<file path="src/rtl/const_def.v">
// const_def: shared ROB tag width, tag range and the invalid-tag constant
`ifndef CONST_DEF_V
`define CONST_DEF_V
`define ROB_WIDTH 6
`define ROB_RANGE 5:0
`define ROB_INVALID 6'd0
`endif

</file>
<file path="src/rtl/cdb_arbiter_pkg.sv">
// cdb_arbiter_pkg: source ids, buffered entry type and round-robin helper for the CDB arbiter
`include "const_def.v"
package cdb_arbiter_pkg;
  localparam int NUM_SRC = 3;
  typedef enum logic [1:0] {
    SRC_ALU0 = 2'd0,
    SRC_ALU1 = 2'd1,
    SRC_MEM  = 2'd2
  } src_e;
  typedef struct packed {
    logic [`ROB_RANGE] rob_id;
    logic [31:0]       value;
  } cdb_entry_t;
  function automatic src_e next_src(input src_e s);
    return s == SRC_MEM ? SRC_ALU0 : src_e'(s + 2'd1);
  endfunction
endpackage

</file>
<file path="src/rtl/cdb_src_fifo.sv">
// cdb_src_fifo: per-source result buffer feeding the CDB arbiter
//   clk_in/rst_in/flush_in : clock, sync reset, pipeline flush (both clear the buffer)
//   i_valid/i_entry        : offered result; tag 0 is dropped
//   o_ready                : room for one entry, forced low during reset/flush
//   i_pop/o_empty/o_head   : arbiter pop strobe, empty flag, head entry
module cdb_src_fifo
  import cdb_arbiter_pkg::*;
#(
  parameter int DEPTH = 2
) (
  input  logic       clk_in,
  input  logic       rst_in,
  input  logic       flush_in,
  input  logic       i_valid,
  input  cdb_entry_t i_entry,
  input  logic       i_pop,
  output logic       o_ready,
  output logic       o_empty,
  output cdb_entry_t o_head
);
  localparam int AW = $clog2(DEPTH);
  localparam int CW = $clog2(DEPTH + 1);
  logic [AW-1:0] r_wr, r_rd;
  logic [CW-1:0] r_cnt;
  cdb_entry_t    r_mem [DEPTH];
  logic          w_push, w_pop;
  // ready depends only on the registered count, never on a same-cycle pop
  assign o_ready = !rst_in && !flush_in && (r_cnt < CW'(DEPTH));
  assign o_empty = r_cnt == '0;
  assign o_head  = r_mem[r_rd];
  assign w_push  = i_valid && o_ready && i_entry.rob_id != `ROB_INVALID;
  assign w_pop   = i_pop && !o_empty;
  always_ff @(posedge clk_in) begin
    if (rst_in) begin
      r_wr  <= '0;
      r_rd  <= '0;
      r_cnt <= '0;
      for (int k = 0; k < DEPTH; k++) r_mem[k] <= '0;
    end else if (flush_in) begin
      r_wr  <= '0;
      r_rd  <= '0;
      r_cnt <= '0;
    end else begin
      if (w_push) begin
        r_mem[r_wr] <= i_entry;
        r_wr        <= r_wr + AW'(1);
      end
      if (w_pop) r_rd <= r_rd + AW'(1);
      r_cnt <= r_cnt + CW'(w_push) - CW'(w_pop);
    end
  end
endmodule

</file>
<file path="src/rtl/cdb_arbiter.sv">
// cdb_arbiter: round-robin arbitration of ALU0/ALU1/MEM results onto the common data bus
//   clk_in, rst_in (sync, active-high), flush_in (from ROB)
//   <src>_valid/_rob_id/_value : result offers; <src>_ready : buffer has room
//   cdb_rob_id/cdb_value       : registered broadcast, tag 0 means idle
`include "const_def.v"
module cdb_arbiter
  import cdb_arbiter_pkg::*;
#(
  parameter int FIFO_DEPTH = 2
) (
  input  logic              clk_in,
  input  logic              rst_in,
  input  logic              flush_in,
  input  logic              alu0_valid,
  input  logic              alu1_valid,
  input  logic              mem_valid,
  input  logic [`ROB_RANGE] alu0_rob_id,
  input  logic [`ROB_RANGE] alu1_rob_id,
  input  logic [`ROB_RANGE] mem_rob_id,
  input  logic [31:0]       alu0_value,
  input  logic [31:0]       alu1_value,
  input  logic [31:0]       mem_value,
  output logic              alu0_ready,
  output logic              alu1_ready,
  output logic              mem_ready,
  output logic [`ROB_RANGE] cdb_rob_id,
  output logic [31:0]       cdb_value
);
  logic       [NUM_SRC-1:0] w_valid, w_ready, w_empty, w_pop;
  cdb_entry_t               w_in   [NUM_SRC];
  cdb_entry_t               w_head [NUM_SRC];
  src_e                     r_rr, w_c1, w_c2, w_c3, w_gnt;
  logic                     w_gnt_vld;
  assign w_valid = {mem_valid, alu1_valid, alu0_valid};
  assign w_in[SRC_ALU0] = '{rob_id: alu0_rob_id, value: alu0_value};
  assign w_in[SRC_ALU1] = '{rob_id: alu1_rob_id, value: alu1_value};
  assign w_in[SRC_MEM]  = '{rob_id: mem_rob_id, value: mem_value};
  assign {mem_ready, alu1_ready, alu0_ready} = w_ready;
  for (genvar g = 0; g < NUM_SRC; g++) begin : g_src
    cdb_src_fifo #(.DEPTH(FIFO_DEPTH)) u_fifo (
      .clk_in  (clk_in),
      .rst_in  (rst_in),
      .flush_in(flush_in),
      .i_valid (w_valid[g]),
      .i_entry (w_in[g]),
      .i_pop   (w_pop[g]),
      .o_ready (w_ready[g]),
      .o_empty (w_empty[g]),
      .o_head  (w_head[g])
    );
  end
  // candidates in priority order starting at the round-robin pointer
  always_comb begin
    w_c1      = r_rr;
    w_c2      = next_src(w_c1);
    w_c3      = next_src(w_c2);
    w_gnt_vld = !(&w_empty);
    w_gnt     = !w_empty[w_c1] ? w_c1 : !w_empty[w_c2] ? w_c2 : w_c3;
    w_pop     = w_gnt_vld ? NUM_SRC'(1) << w_gnt : '0;
  end
  always_ff @(posedge clk_in) begin
    if (rst_in) begin
      r_rr       <= SRC_ALU0;
      cdb_rob_id <= `ROB_INVALID;
      cdb_value  <= '0;
    end else if (flush_in) begin
      r_rr       <= SRC_ALU0;
      cdb_rob_id <= `ROB_INVALID;
    end else if (w_gnt_vld) begin
      r_rr       <= next_src(w_gnt);
      cdb_rob_id <= w_head[w_gnt].rob_id;
      cdb_value  <= w_head[w_gnt].value;
    end else begin
      cdb_rob_id <= `ROB_INVALID;
    end
  end
endmodule

</file>
<file path="config.mk">
export PLATFORM = sky130hd
export DESIGN_NAME = cdb_arbiter
export DESIGN_NICKNAME = d
export VERILOG_FILES = /design/src/rtl/cdb_arbiter_pkg.sv /design/src/rtl/cdb_src_fifo.sv /design/src/rtl/cdb_arbiter.sv
export VERILOG_INCLUDE_DIRS = /design/src /design/src/rtl
export SDC_FILE = /design/constraint.sdc
export NUM_CORES = 1
export LEC_CHECK = 0
export ABC_AREA = 1
export ABC_CLOCK_PERIOD_IN_PS = 4000
export CAP_MARGIN = 20
export CORE_MARGIN = 5
export CORE_UTILIZATION = 40
export CTS_BUF_LIST = sky130_fd_sc_hd__clkbuf_8
export DETAILED_ROUTE_END_ITERATION = 8
export PLACE_DENSITY = 0.65
export SLEW_MARGIN = 20
export SYNTH_ARGS = -nofsm -noshare
export SYNTH_HDL_FRONTEND = slang
export SYNTH_HIERARCHICAL = 1
export SYNTH_SLANG_ARGS = --single-unit
</file>
<file path="constraint.sdc">
create_clock -name clk_in -period 4 [get_ports clk_in]
set_clock_uncertainty 0.05 [all_clocks]
set_input_delay 0.8 -clock clk_in [delete_from_list [all_inputs] [get_ports clk_in]]
set_output_delay 0.8 -clock clk_in [all_outputs]
set_load 0.05 [all_outputs]
</file>
Yosys cells after proc, flatten, opt, wreduce, memory -nomap -nowiden
Memory sizes are Yosys's and may differ from the RTL's. A register that Yosys moved wholly into a read port is not among the register bits. Cells that the tools add are included.

Input port bits: 120. Memories kept: 3. RAM bits: 228. Register bits: 52.

Memories: g_src[0].u_fifo.r_mem (depth 2, width 38, read ports 1, clocked after memory_dff 1, write ports 2, RTL line cdb_src_fifo.sv:25) `cdb_entry_t r_mem [DEPTH];`; g_src[1].u_fifo.r_mem (depth 2, width 38, read ports 1, clocked after memory_dff 1, write ports 2, RTL line cdb_src_fifo.sv:25); g_src[2].u_fifo.r_mem (depth 2, width 38, read ports 1, clocked after memory_dff 1, write ports 2, RTL line cdb_src_fifo.sv:25).

Shift operators: 1. Bitwise gates (word level): 3. Reductions and logical operators: 31. Mux-type cells: 42. Order comparisons: 6. Eq/ne operators: 3. Add/subtract/negate cells: 15.

Operator list (number): $mux W38 (5); $reduce_or A38 Y1 (3); $bmux W38 S2 (1); $mux W1 (28); $reduce_bool A6 Y1 (3); $logic_and A1 B1 Y1 (13); $mux W2 (5); $add A1 B1 Y1 const B (6); $add A2 B1 Y2 (3); $add A2 B1 Y2 const B (3); $eq A2 B2 Y1 const B (3); $logic_not A2 Y1 (3); $lt A2 B2 Y1 const B (3); $lt A2 B3 Y1 const B (2); $sub A2 B1 Y2 (3); $logic_not A1 Y1 (5); $bmux W1 S2 (2); $ge A3 B3 Y1 const B (1); $mux W3 (1); $not A2 Y3 (1); $reduce_and A3 Y1 (1); $reduce_or A3 Y1 (1); $shl A1 B2 Y3 const A (1); $not A1 Y1 (2); other kinds (2) (2).

Longest topological paths before layout
Word-level depth: 11. Mapped depth: 20.

By module
The synthesis kept the hierarchy.

By module, submodules not included: cdb_src_fifo (cells each 278, instances 3, area an instance 3519.6 um^2, seq. area each 2382.3 um^2); cdb_arbiter (cells each 412, instances 1, area an instance 2576.2 um^2, seq. area each 800.8 um^2).

Worst setup path after synthesis
OpenSTA, ideal clock, no wires.

Kind: input -> register. Start: input port flush_in. End: memory g_src[0].u_fifo/r_mem[0][0] in the netlist's numbering (enable). Buffers on the path: 2. Arrival: 2.311 ns. Setup slack: 1.244 ns. Stages on the path: 7. Path through: nor2_4 -> nand2_2 -> nor2_4 -> nand3b_2 -> buf_6 -> buf_6 -> nand2_1.

RTL lines: from (decl) (RTL line cdb_arbiter.sv:13) `input logic flush_in,`; to (decl) (RTL line cdb_src_fifo.sv:25).

Worst setup path in the final report
Start: input port flush_in. End: output port mem_ready.

Cells in the longest elaborated chain, start to end: 3.

Ends and longest elaborated chain: $logic_not A1 Y1 (RTL line cdb_src_fifo.sv:28) `assign o_ready = !rst_in && !flush_in && (r_cnt < CW'(DEPTH));`; $logic_and A1 B1 Y1 (2 in series) (RTL line cdb_src_fifo.sv:28); to (decl) (RTL line cdb_arbiter.sv:25) `output logic mem_ready,`.

Every way passes these cells.

==> results by group <==
Global route
  • GR Overflow Total: 0
  • Busiest metal layer after global routing: met2
  • Total Routing Usage GR: 17.86%
  • Largest net degree at the start of global routing: between 70 and 80
  • Number of global-route vias before repair: 8935
  • Met3 Use GR: 3.397%
  • Wire length of the first global-routing pass: 50270 um
  • Fraction of met2 tracks used by global routing: between 20 and 30%
  • Initial antenna violation count: 0
  • GR met1 Demand/Resource: approximately 25%

CTS
  • Sink Count: around 280
  • Clock insertion delay at the later pin of the skew report: 570 ps
  • CTS Buf Count: 47
  • Deepest clock path buffer count: 3
  • # Post-CTS Setup Buffers: 0
  • Count of instances resized after the clock tree is built: 0
  • Clock tree from TritonCTS: yes
  • # hold bufs at CTS: 0
  • Root Driver: sky130_fd_sc_hd__clkbuf_8
  • Number of H-tree levels: 2
  • Clock-pin transition on the worst setup and hold timing paths: 60 ps

Logic synthesis
  • Basic-gate share of the synthesized area counting and, or, nand and nor cells: 19.30%
  • Post-synthesis async set-or-reset flop share: 0%
  • Number of synthesized flops with an enable pin: 228
  • Largest family of logic cells by synthesized area: simple AND/OR/NAND/NOR gates
  • Sequential element share of the synthesized area: 60.51%
  • Synthesized area per cell: 10.54 sq um
  • Synth top area share: roughly 52%
  • Cell area after synthesis: 13140 sq um
  • Leading area contributor after synthesis: sky130_fd_sc_hd__edfxtp_1
  • Largest cells by area after synthesis: sky130_fd_sc_hd__edfxtp_1 52%, sky130_fd_sc_hd__mux2_2 9.8%, sky130_fd_sc_hd__dfxtp_1 8.4%
  • XOR/XNOR share of the synthesized area: 0.2000%
  • Number of nets in the synthesized netlist: between 1000 and 1500
  • Share of the synthesized area in compound gates (AO/OA/AOI/OAI): 2.219%
  • Number of synthesized register bits: ~280
  • Synth cell types: 32
  • Cell with the most instances after synthesis: sky130_fd_sc_hd__nor2_1
  • Post-synthesis adder-cell area fraction: 0.5715%
  • Most instantiated cells after synthesis: 289 x sky130_fd_sc_hd__nor2_1, 228 x sky130_fd_sc_hd__edfxtp_1, 140 x sky130_fd_sc_hd__inv_1
  • Share of synthesized area spent on multiplexers: 9.773%
  • Post-synthesis cell count: around 1200
  • Yosys warning total: 6
  • Top flip-flop cell by instance count after synthesis: sky130_fd_sc_hd__edfxtp_1

Place
  • Worst slack, placed: 931.7 ps
  • Placed standard-cell area: 15030 sq um
  • Number of buffers added on ports: between 150 and 200
  • Final Wtd Congestion: 0.8335
  • Post-DP HPWL: around 23000 um

STA
  • Timing-limited maximum frequency: 327.8 MHz
  • Final Cycle Share: 76.28%
  • Total count of max-transition violations in the final report: 0
  • Final critical path time including I/O delays and setup: 3051 ps
  • Normalized max-slew margin: a little under half
  • Setup TNS: 0 ps
  • Slew of the pin with the lowest slew margin: 803.9 ps
  • RSZ-0062 raised after global routing: no
  • Total count of hold-check failures in the final report: 0
  • Post-route setup slack: 948.9 ps
  • Final Hold Slack: roughly 400 ps
  • Final-report setup violation count: 0

Routing
  • DRC violation total after the first TritonRoute iteration: 653
  • Via count of the routed design: 9105
  • Routed wirelength normalized by instance count: 17.71 um
  • Drt via density: 4.807
  • Post-route antenna net violation count: 0
  • DRT Wirelength: 33540 um
  • Total DRC errors in the routed layout: 0
  • Detailed Routing Iterations Pass 1: 5

Min path
  • Class of the most critical hold timing path: reg2reg

Cells and area
  • Nets@finish: 1539
  • Count of inserted antenna diode cells: 0
  • Fraction of final layout cells with drive strength greater than 1: between 10% and 20%
  • Growth of design area from synthesis to finish: 20.89%
  • Post-layout instance area: 15880 sq um

Power and ir drop
  • Maximum vdd drop: 0.2118 mV
  • Static Leakage: between 6 and 7 nW
  • Sum of internal, switching and leakage power: 0.006316 W
  • Cell area power density: 397.8 nW/um^2

Job
  • Max Cap Violations: 0

Floorplanning
  • Horiz. Die Dim: around 190 um
  • Initial core utilization: 40.47%
  • Die area: 36560 sq um
  • Die height: 191.2 um
  • Count of boundary I/O pins: 161
  • Row count: 66
  • Core Box Area: 32450 sq um

Critical path
  • Req. time, crit path: about 3200 ps
  • Critical Path Source Type: input pin
  • CP arrival: 2200 ps
  • Type of element capturing the critical path: primary output
  • Highest net fanout along the worst path: 7
  • Kind of critical path: in2out
  • Worst-case register-to-register setup slack: 1110 ps

Run status
  • Status: finished clean
[flip-flops by register name (all words and copies together), names as in the netlist, named ones only]
signal              cells
cdb_rob_id              6
cdb_value              32
g_src.u_fifo/r_cnt      6
g_src.u_fifo/r_mem    228
g_src.u_fifo/r_rd       3
g_src.u_fifo/r_wr       3
r_rr                    2
[cell usage in the layout, fill, tap and decap left out, types with 3 or more instances in the layout]
cell,netlist,routed
sky130_fd_sc_hd__nor2_1,289,289
sky130_fd_sc_hd__edfxtp_1,228,228
sky130_fd_sc_hd__inv_1,140,163
sky130_fd_sc_hd__clkdlybuf4s50_1,0,157
sky130_fd_sc_hd__nand2_1,116,116
sky130_fd_sc_hd__mux2_2,114,114
sky130_fd_sc_hd__nand3_1,110,110
sky130_fd_sc_hd__dfxtp_1,55,55
sky130_fd_sc_hd__clkbuf_8,1,48
sky130_fd_sc_hd__o21ai_0,36,36
sky130_fd_sc_hd__nor2_2,28,28
sky130_fd_sc_hd__buf_4,9,27
sky130_fd_sc_hd__a21oi_1,17,17
sky130_fd_sc_hd__clkinv_1,0,10
sky130_fd_sc_hd__nand2_2,6,6
sky130_fd_sc_hd__nor2_4,6,6
sky130_fd_sc_hd__ha_1,6,6
sky130_fd_sc_hd__inv_2,4,5
sky130_fd_sc_hd__nand2_4,5,5
sky130_fd_sc_hd__nand3b_2,3,3
sky130_fd_sc_hd__nor3b_1,3,3
sky130_fd_sc_hd__xor2_1,3,3
sky130_fd_sc_hd__and2_1,3,3
[path summary, 6_finish.rpt]
check	endpoint	from	cells after the start
setup reg to reg	g_src[2].u_fifo/r_cnt[1]$_SDFF_PP0_	g_src[1].u_fifo/r_cnt[1]$_SDFF_PP0_	18
setup / recovery	mem_ready	flush_in	5
hold reg to reg	g_src[0].u_fifo/r_rd$_SDFFE_PP0P_	g_src[0].u_fifo/r_rd$_SDFFE_PP0P_	1
hold / removal	g_src[0].u_fifo/r_rd$_SDFFE_PP0P_	g_src[0].u_fifo/r_rd$_SDFFE_PP0P_	1
[metrics by stage]
stage                     util [%]  cells
final                        48.93   1894
after global routing         48.93   1894
after CTS                    48.93   1894
after detailed placement     46.30   1806
after global placement       46.30   1806
after floorplan                  -   1246
[kinds of logic (layout without fill, tap and decap cells)]
| family | after synthesis | count (layout) |
|---|---|---|
| and+or+nand+nor | 574 | 574 |
| DFF | 283 | 283 |
| buffers and inverters | 210 | 416 |
| muxes | 114 | 114 |
| AOI/OAI and AO/OA | 56 | 56 |
| adders and majority gates | 6 | 6 |
| xor gates and xnor gates | 3 | 3 |
[critical path, cell delays in order]
cell and delay [ps]:
sky130_fd_sc_hd__clkdlybuf4s50_1 680, sky130_fd_sc_hd__nor2_4 260, sky130_fd_sc_hd__nand2_2 90, sky130_fd_sc_hd__inv_1 140
sky130_fd_sc_hd__buf_4 220
[where the power goes]
group,switching [W],internal (W)
logic,0.000388,0.000260
clock network,0.00113,0.00118
registers,0.0000409,0.00332
total,0.00155,0.00476
[final cells by class]
type                    instances  area, sq um
well taps                     442        553.0
clock inverters                40        191.4
fillers                      2944        16570
flip-flops and latches        283         7948
clock buffers                  48        660.6
inverters                     144        540.5
repair buffers                184         1774
multi-input cells             753         4212
[metal layers]
| metal | wire length, um | vias to the layer above |
|---|---|---|
| li1 | - | 4439 |
| met1 | 15000 | 4319 |
| met2 | 15730 | 307 |
| met3 | 2207 | 40 |
| met4 | 603 | 0 |
| met5 | 0 | - |
(Power assumes the default switching activity.)
==> patch 1 (config.mk and constraints unchanged) <==
Change the parameter `FIFO_DEPTH` from 2 to 4.
--- a/src/rtl/cdb_arbiter.sv
+++ b/src/rtl/cdb_arbiter.sv
@@ -6,7 +6,7 @@
 module cdb_arbiter
   import cdb_arbiter_pkg::*;
 #(
-  parameter int FIFO_DEPTH = 2
+  parameter int FIFO_DEPTH = 4
 ) (
   input  logic              clk_in,
   input  logic              rst_in,
Formal check against the unedited RTL: not equivalent (a bounded check fails within 4 cycles, from zero or initial values and one cycle with rst_in high).
==> patch 1 against the unedited design <==
  * Worst setup slack got worse by 250 ps
  * Cell area rose by 80%
  * Fmax fell by 7.5%
  * First-iteration DRC count rose to 2.9 times the old value
  * Sequential cell count rose by 240
  * Non-clock buffer count rose by 24
  * Critical path depth rose by 14
  * Total power rose by 87%
  * Clock power rose by 97%
  * Synthesized area rose by 86%
  * Routed wire length rose by 100%
  * Via count rose by 98%
  * Critical endpoint is now g_src[2].u_fifo/r_cnt[2]
==> patch 1: results (changes against the unedited design) <==
Yosys cell types 31 (was 32); Synth top cells by count 679 x nor2_1, 456 x edfxtp_1, 255 x o21ai_0, 191 x inv_1, 131 x nand2_1 (was 289 x nor2_1, 228 x edfxtp_1, 140 x inv_1, 116 x nand2_1, 114 x mux2_2); multiplexer area fraction after synthesis 0% (was 9.77%); share of layout cells above drive strength 1 15.9% (was 17.4%); clock-pin slew on the worst setup and hold paths 60 ps (about the same); slew at the pin closest to its max-slew limit 1050 ps (was 804 ps); Synth Net Count 2,581 (was 1,372); registers with the most flip-flops g_src.u_fifo/r_mem (456), cdb_value (32), g_src.u_fifo/r_cnt (9) (was g_src.u_fifo/r_mem (228), cdb_value (32)); root buffer cell clkbuf_8 (unchanged); count of cells along the worst hold path 2 (was 1); hold_sp g_src[0].u_fifo/r_rd[0] (was g_src[0].u_fifo/r_rd); total of buffers placed on input and output ports 160 (unchanged); Fill cells 5,511 (was 2,944); Post-CTS Setup Repair Bufs 0 (unchanged); Area contributors post-synth edfxtp_1 56%, nor2_1 10%, dfxtp_1 5.5%, nor2_4 5.2%, o21ai_0 5.2% (was edfxtp_1 52%, mux2_2 9.8%, dfxtp_1 8.4%, nor2_1 8.3%, nand3_1 4.2%); R2R Setup Slk 700 ps (was 1110 ps); first-pass GRT wire length 103 mm (was 50.3 mm); placed wire-length estimate after detailed placement 43.4 mm (was 22.6 mm); Static Leak 10.7 nW (was 6.65 nW); sequential element share of the synthesized area 61.5% (was 60.5%); detailed-router iteration count before antenna repair 6 (was 5); clock buffers created by TritonCTS 89 (was 47); average routed wire per standard cell 19.7 um (was 17.7 um); xor/xnor share of the synthesized area 0.215% (was 0.200%); maximum root-to-sink buffer count 3 (unchanged); maximum number of pins on one net before global-route repair 77 (was 72); compound-gate portion of the synthesized area 8.84% (was 2.22%); number of nets in the final layout 2,730 (was 1,539); worst min-delay path endpoint g_src[0].u_fifo/r_rd[0] (was g_src[0].u_fifo/r_rd); worst-path maximum fanout 24 (was 7); count of cells along the worst register-to-register path 19 (was 18); vias in the first global route 17,859 (was 8,935); overall routing resource usage 20.0% (was 17.9%); antenna violations before repair 1 (was 0); CTS H-tree lvls 3 (was 2); end of the worst register-to-register path g_src[2].u_fifo/r_cnt[2] (was g_src[2].u_fifo/r_cnt[1]); Vias per Instance 5.22 (was 4.81); area share of fa/ha/maj cells after synthesis 0.553% (was 0.572%); outcome finished clean (unchanged); hold crit path type flop to flop (unchanged); weighted congestion reported at the end of routability-driven placement 0.845 (was 0.834); VDD IR max 0.000222 V (was 0.000212 V); clock network latency to the later pin of the worst-skew pair 660 ps (was 570 ps); worst endpoint data arrival time 3790 ps (was 2200 ps); DRC violation total after the first TritonRoute iteration 1,921 (was 653); count of flip-flops with a built-in enable after synthesis 456 (was 228)
[patch 1: worst max path at each step]
stage | startpoint | endpoint | slack, ps
after floorplan | alu0_rob_id[3] | g_src[0].u_fifo/r_mem[3][0] | 130
after global placement | rst_in | g_src[2].u_fifo/r_cnt[2] | 660
after detailed placement | flush_in | g_src[2].u_fifo/r_cnt[2] | 590
after CTS | g_src[1].u_fifo/r_cnt[1] | g_src[2].u_fifo/r_cnt[2] | 710
after global routing | g_src[1].u_fifo/r_cnt[1] | g_src[2].u_fifo/r_cnt[2] | 490
final | g_src[1].u_fifo/r_cnt[1] | g_src[2].u_fifo/r_cnt[2] | 700
[patch 1: logic make-up after synthesis]
family                   after synthesis
AO/OA/AOI/OAI                        401
XOR/XNOR                               6
adder cells (fa/ha/maj)                9
buffers and inverters                447
flip-flops                           523
AND/OR/NAND/NOR                     1066
[patch 1: worst max-delay path: stages (launching register included)]
cell	delay (ps)
dfxtp_1	320
inv_1	100
nand3_1	180
inv_1	130
inv_1	70
nand2_1	60
nand2_1	80
nand2_4	110
nand2_4	90
o21ai_4	280
buf_4	330
nor3_1	110
nand2_1	100
inv_1	60
ha_1	270
inv_1	40
ha_1	190
fa_1	420
xor2_1	160
nor2_1	50
[patch 1: where the power goes]
part	internal (mW)	total, mW	switching [mW]
registers	6.18	6.25	0.0720
logic	0.315	1.00	0.688
clock network	2.40	4.54	2.13
[patch 1: layout make-up]
| class | count | share of cell area, % |
|---|---|---|
| tap | 782 | 3.43 |
| sequential | 523 | 52.7 |
| antenna | 1 | 0.00877 |
| inverter | 297 | 3.91 |
| clock inverter | 63 | 0.974 |
| multi-input combinational | 1482 | 26.7 |
| timing repair buffer | 208 | 7.33 |
| clock buffer | 103 | 4.97 |
[patch 1: metrics by stage]
stage          area, sq um  std cells  worst slack [ps]  hold WS, ps  power, mW
3_5_place_dp         26800       3292               592          424       7.37
2_1_floorplan        24500       2452               134          401       6.92
5_1_grt              28500       3459               488          456       12.2
4_1_cts              28500       3458               713          439       11.9
3_3_place_gp         26800       3292               658          413       7.35
6_report             28500       3459               702          437       11.8
[patch 1: metal layers]
metal | GRT usage (%) | part of all wire, %
met1 | 27.1 | 41
met2 | 32.2 | 47
met3 | 4.44 | 9.2
met4 | 6.14 | 2.9
met5 | 0 | 0
==> patch 2 (same settings) <==
Without the edit above. Reset style: asynchronous (`rst_in`), changed in 2 clocked blocks. Comments in the files are not updated.
--- a/src/rtl/cdb_src_fifo.sv
+++ b/src/rtl/cdb_src_fifo.sv
@@ -30,7 +30,7 @@
   assign o_head  = r_mem[r_rd];
   assign w_push  = i_valid && o_ready && i_entry.rob_id != `ROB_INVALID;
   assign w_pop   = i_pop && !o_empty;
-  always_ff @(posedge clk_in) begin
+  always_ff @(posedge clk_in or posedge rst_in) begin
     if (rst_in) begin
       r_wr  <= '0;
       r_rd  <= '0;
--- a/src/rtl/cdb_arbiter.sv
+++ b/src/rtl/cdb_arbiter.sv
@@ -58,7 +58,7 @@
     w_gnt     = !w_empty[w_c1] ? w_c1 : !w_empty[w_c2] ? w_c2 : w_c3;
     w_pop     = w_gnt_vld ? NUM_SRC'(1) << w_gnt : '0;
   end
-  always_ff @(posedge clk_in) begin
+  always_ff @(posedge clk_in or posedge rst_in) begin
     if (rst_in) begin
       r_rr       <= SRC_ALU0;
       cdb_rob_id <= `ROB_INVALID;
Function: differs if rst_in is asserted again (counterexample within 4 cycles, from zero or initial values and one cycle with rst_in high); with rst_in held inactive, the same outputs for 4 cycles.
==> patch 2 against the unedited design <==
  * Count of clock-buffer cells in the layout grew 15
  * Sequential cell count shrank 3
  * Worst setup slack lost 450 ps
  * Sequential share of layout area shrank 8.9 points
  * Cell area grew 7.1%
  * Critical path depth is the same
  * Routed wire length grew 39%
  * Global-route usage grew 5.1 points
  * Synthesized area grew 9.0%
  * Largest cell class unchanged
Power is not compared: it rests on default switching activity, and its combinational part moved more than twofold at a synthesized area within 25%.
==> patch 2: results (changes against the unedited design) <==
vias in the first global route 12,685 (was 8,935); clock network latency to the later pin of the worst-skew pair 590 ps (was 570 ps); end of the worst register-to-register path g_src[0].u_fifo/r_cnt[0] (was g_src[2].u_fifo/r_cnt[1]); placed wire-length estimate after detailed placement 30.4 mm (was 22.6 mm); number of nets in the final layout 2,105 (was 1,539); placed standard-cell area 16,000 sq um (was 15,000 sq um); worst endpoint data arrival time 2650 ps (was 2200 ps); dominant register cell in the synthesized netlist dfrtp_1 (was edfxtp_1); VDD IR max 0.000374 V; slew at the pin closest to its max-slew limit 1090 ps (was 804 ps); clock buffers created by TritonCTS 50 (was 47); total of buffers placed on input and output ports 160 (unchanged); count of cells along the worst register-to-register path 16 (was 18); Inserted Diodes 0 (unchanged); overall routing resource usage 22.9% (was 17.9%); Post-CTS Setup Repair Bufs 0 (unchanged); Area contributors post-synth dfrtp_1 49%, nand2_1 25%, nand4_1 10%, nand3_1 2.4%, nor2_1 2.3% (was edfxtp_1 52%, mux2_2 9.8%, dfxtp_1 8.4%, nor2_1 8.3%, nand3_1 4.2%); worst-path maximum fanout 7 (unchanged); endpoint of the worst setup timing path alu1_ready (was mem_ready); crit path launch rst_in (was flush_in); Yosys cell types 27 (was 32); DRC violation total after the first TritonRoute iteration 1,446 (was 653); share of layout cells above drive strength 1 7.68% (was 17.4%); worst reg2reg path startpoint g_src[1].u_fifo/r_cnt[1] (unchanged); outcome finished clean (unchanged); detailed-router iteration count before antenna repair 8 (was 5); Synth Net Count 1,999 (was 1,372); maximum number of pins on one net before global-route repair 81 (was 72); Vias per Instance 5.40 (was 4.81); sequential element share of the synthesized area 49.0% (was 60.5%); hold crit path type flop to flop (unchanged); count of cells along the worst hold path 2 (was 1); total wirelength of the detailed-routed design 46.6 mm (was 33.5 mm); CTS H-tree lvls 2 (unchanged); first-pass GRT wire length 72.2 mm (was 50.3 mm); weighted congestion reported at the end of routability-driven placement 0.875 (was 0.834); Synth top cells by count 935 x nand2_1, 280 x dfrtp_1, 228 x nand4_1, 87 x nor2_1, 70 x nand3_1 (was 289 x nor2_1, 228 x edfxtp_1, 140 x inv_1, 116 x nand2_1, 114 x mux2_2); async set-reset flop share out of synthesis 100% (was 0%); antenna violations before repair 2 (was 0); maximum root-to-sink buffer count 3 (unchanged); # resized after CTS 0 (unchanged)
[patch 2: power groups by stage]
stage,Sequential [mW],Clock (mW),Combinational (mW)
floorplan,4.55,0,1.69
global placement,4.13,0,3.16
detailed placement,4.15,0,3.23
CTS,4.11,2.65,3.24
global route,4.21,2.78,3.56
finish,4.12,2.61,3.25
[patch 2: logic make-up after synthesis]
group / count (synthesis) / share of synthesized area [%]
adders and majority gates: 6 / 0.525
DFF: 280 / 49.0
AOI/OAI and AO/OA: 12 / 0.516
and+or+nand+nor: 1387 / 43.2
xor gates and xnor gates: 3 / 0.184
buffers and inverters: 185 / 6.63
[patch 2: routing by layer]
| layer | part of all wire [%] | GRT usage [%] |
|---|---|---|
| met1 | 44 | 33.6 |
| met2 | 45 | 34.3 |
| met3 | 7.8 | 4.37 |
| met4 | 3.1 | 7.73 |
| met5 | 0.045 | 0 |
[patch 2: worst max-delay path: stages]
cell and delay (ps):
clkdlybuf4s50_1 600, nor2_1 180, nand2_1 170, inv_1 100
clkdlybuf4s50_1 800
[patch 2: cell type report]
type / instances / area [sq um]
clock buffer: 63 / 867
clock inverter: 27 / 116
fill: 3564 / 18500
inverter: 39 / 146
multi-input combinational: 1408 / 6360
sequential: 280 / 7010
tap: 461 / 577
timing repair buffer: 200 / 1940
[patch 2: how the worst min path moves through the flow]
stage,from,endpoint,slack [ps]
final,g_src[0].u_fifo/r_mem[28],g_src[0].u_fifo/r_mem[28],420
after global routing,g_src[0].u_fifo/r_mem[8],g_src[0].u_fifo/r_mem[8],430
after CTS,g_src[1].u_fifo/r_mem[37],g_src[1].u_fifo/r_mem[37],420
after detailed placement,g_src[0].u_fifo/r_mem[20],g_src[0].u_fifo/r_mem[20],410
after global placement,g_src[2].u_fifo/r_mem[18],g_src[2].u_fifo/r_mem[18],400
after floorplan,g_src[0].u_fifo/r_mem[0],g_src[0].u_fifo/r_mem[0],390
[patch 2: per-stage QoR]
step                      std cells  utilization (%)  setup slack, ps  power, mW  hold slack (ps)
after CTS                      2478             47.9              502       10.0              422
after global placement         2388             45.2              506       7.29              403
after floorplan                1873                -             1100       6.24              392
after detailed placement       2388             45.2              506       7.37              408
final                          2478             47.9              499       9.97              418
after global routing           2478             47.9              437       10.5              431
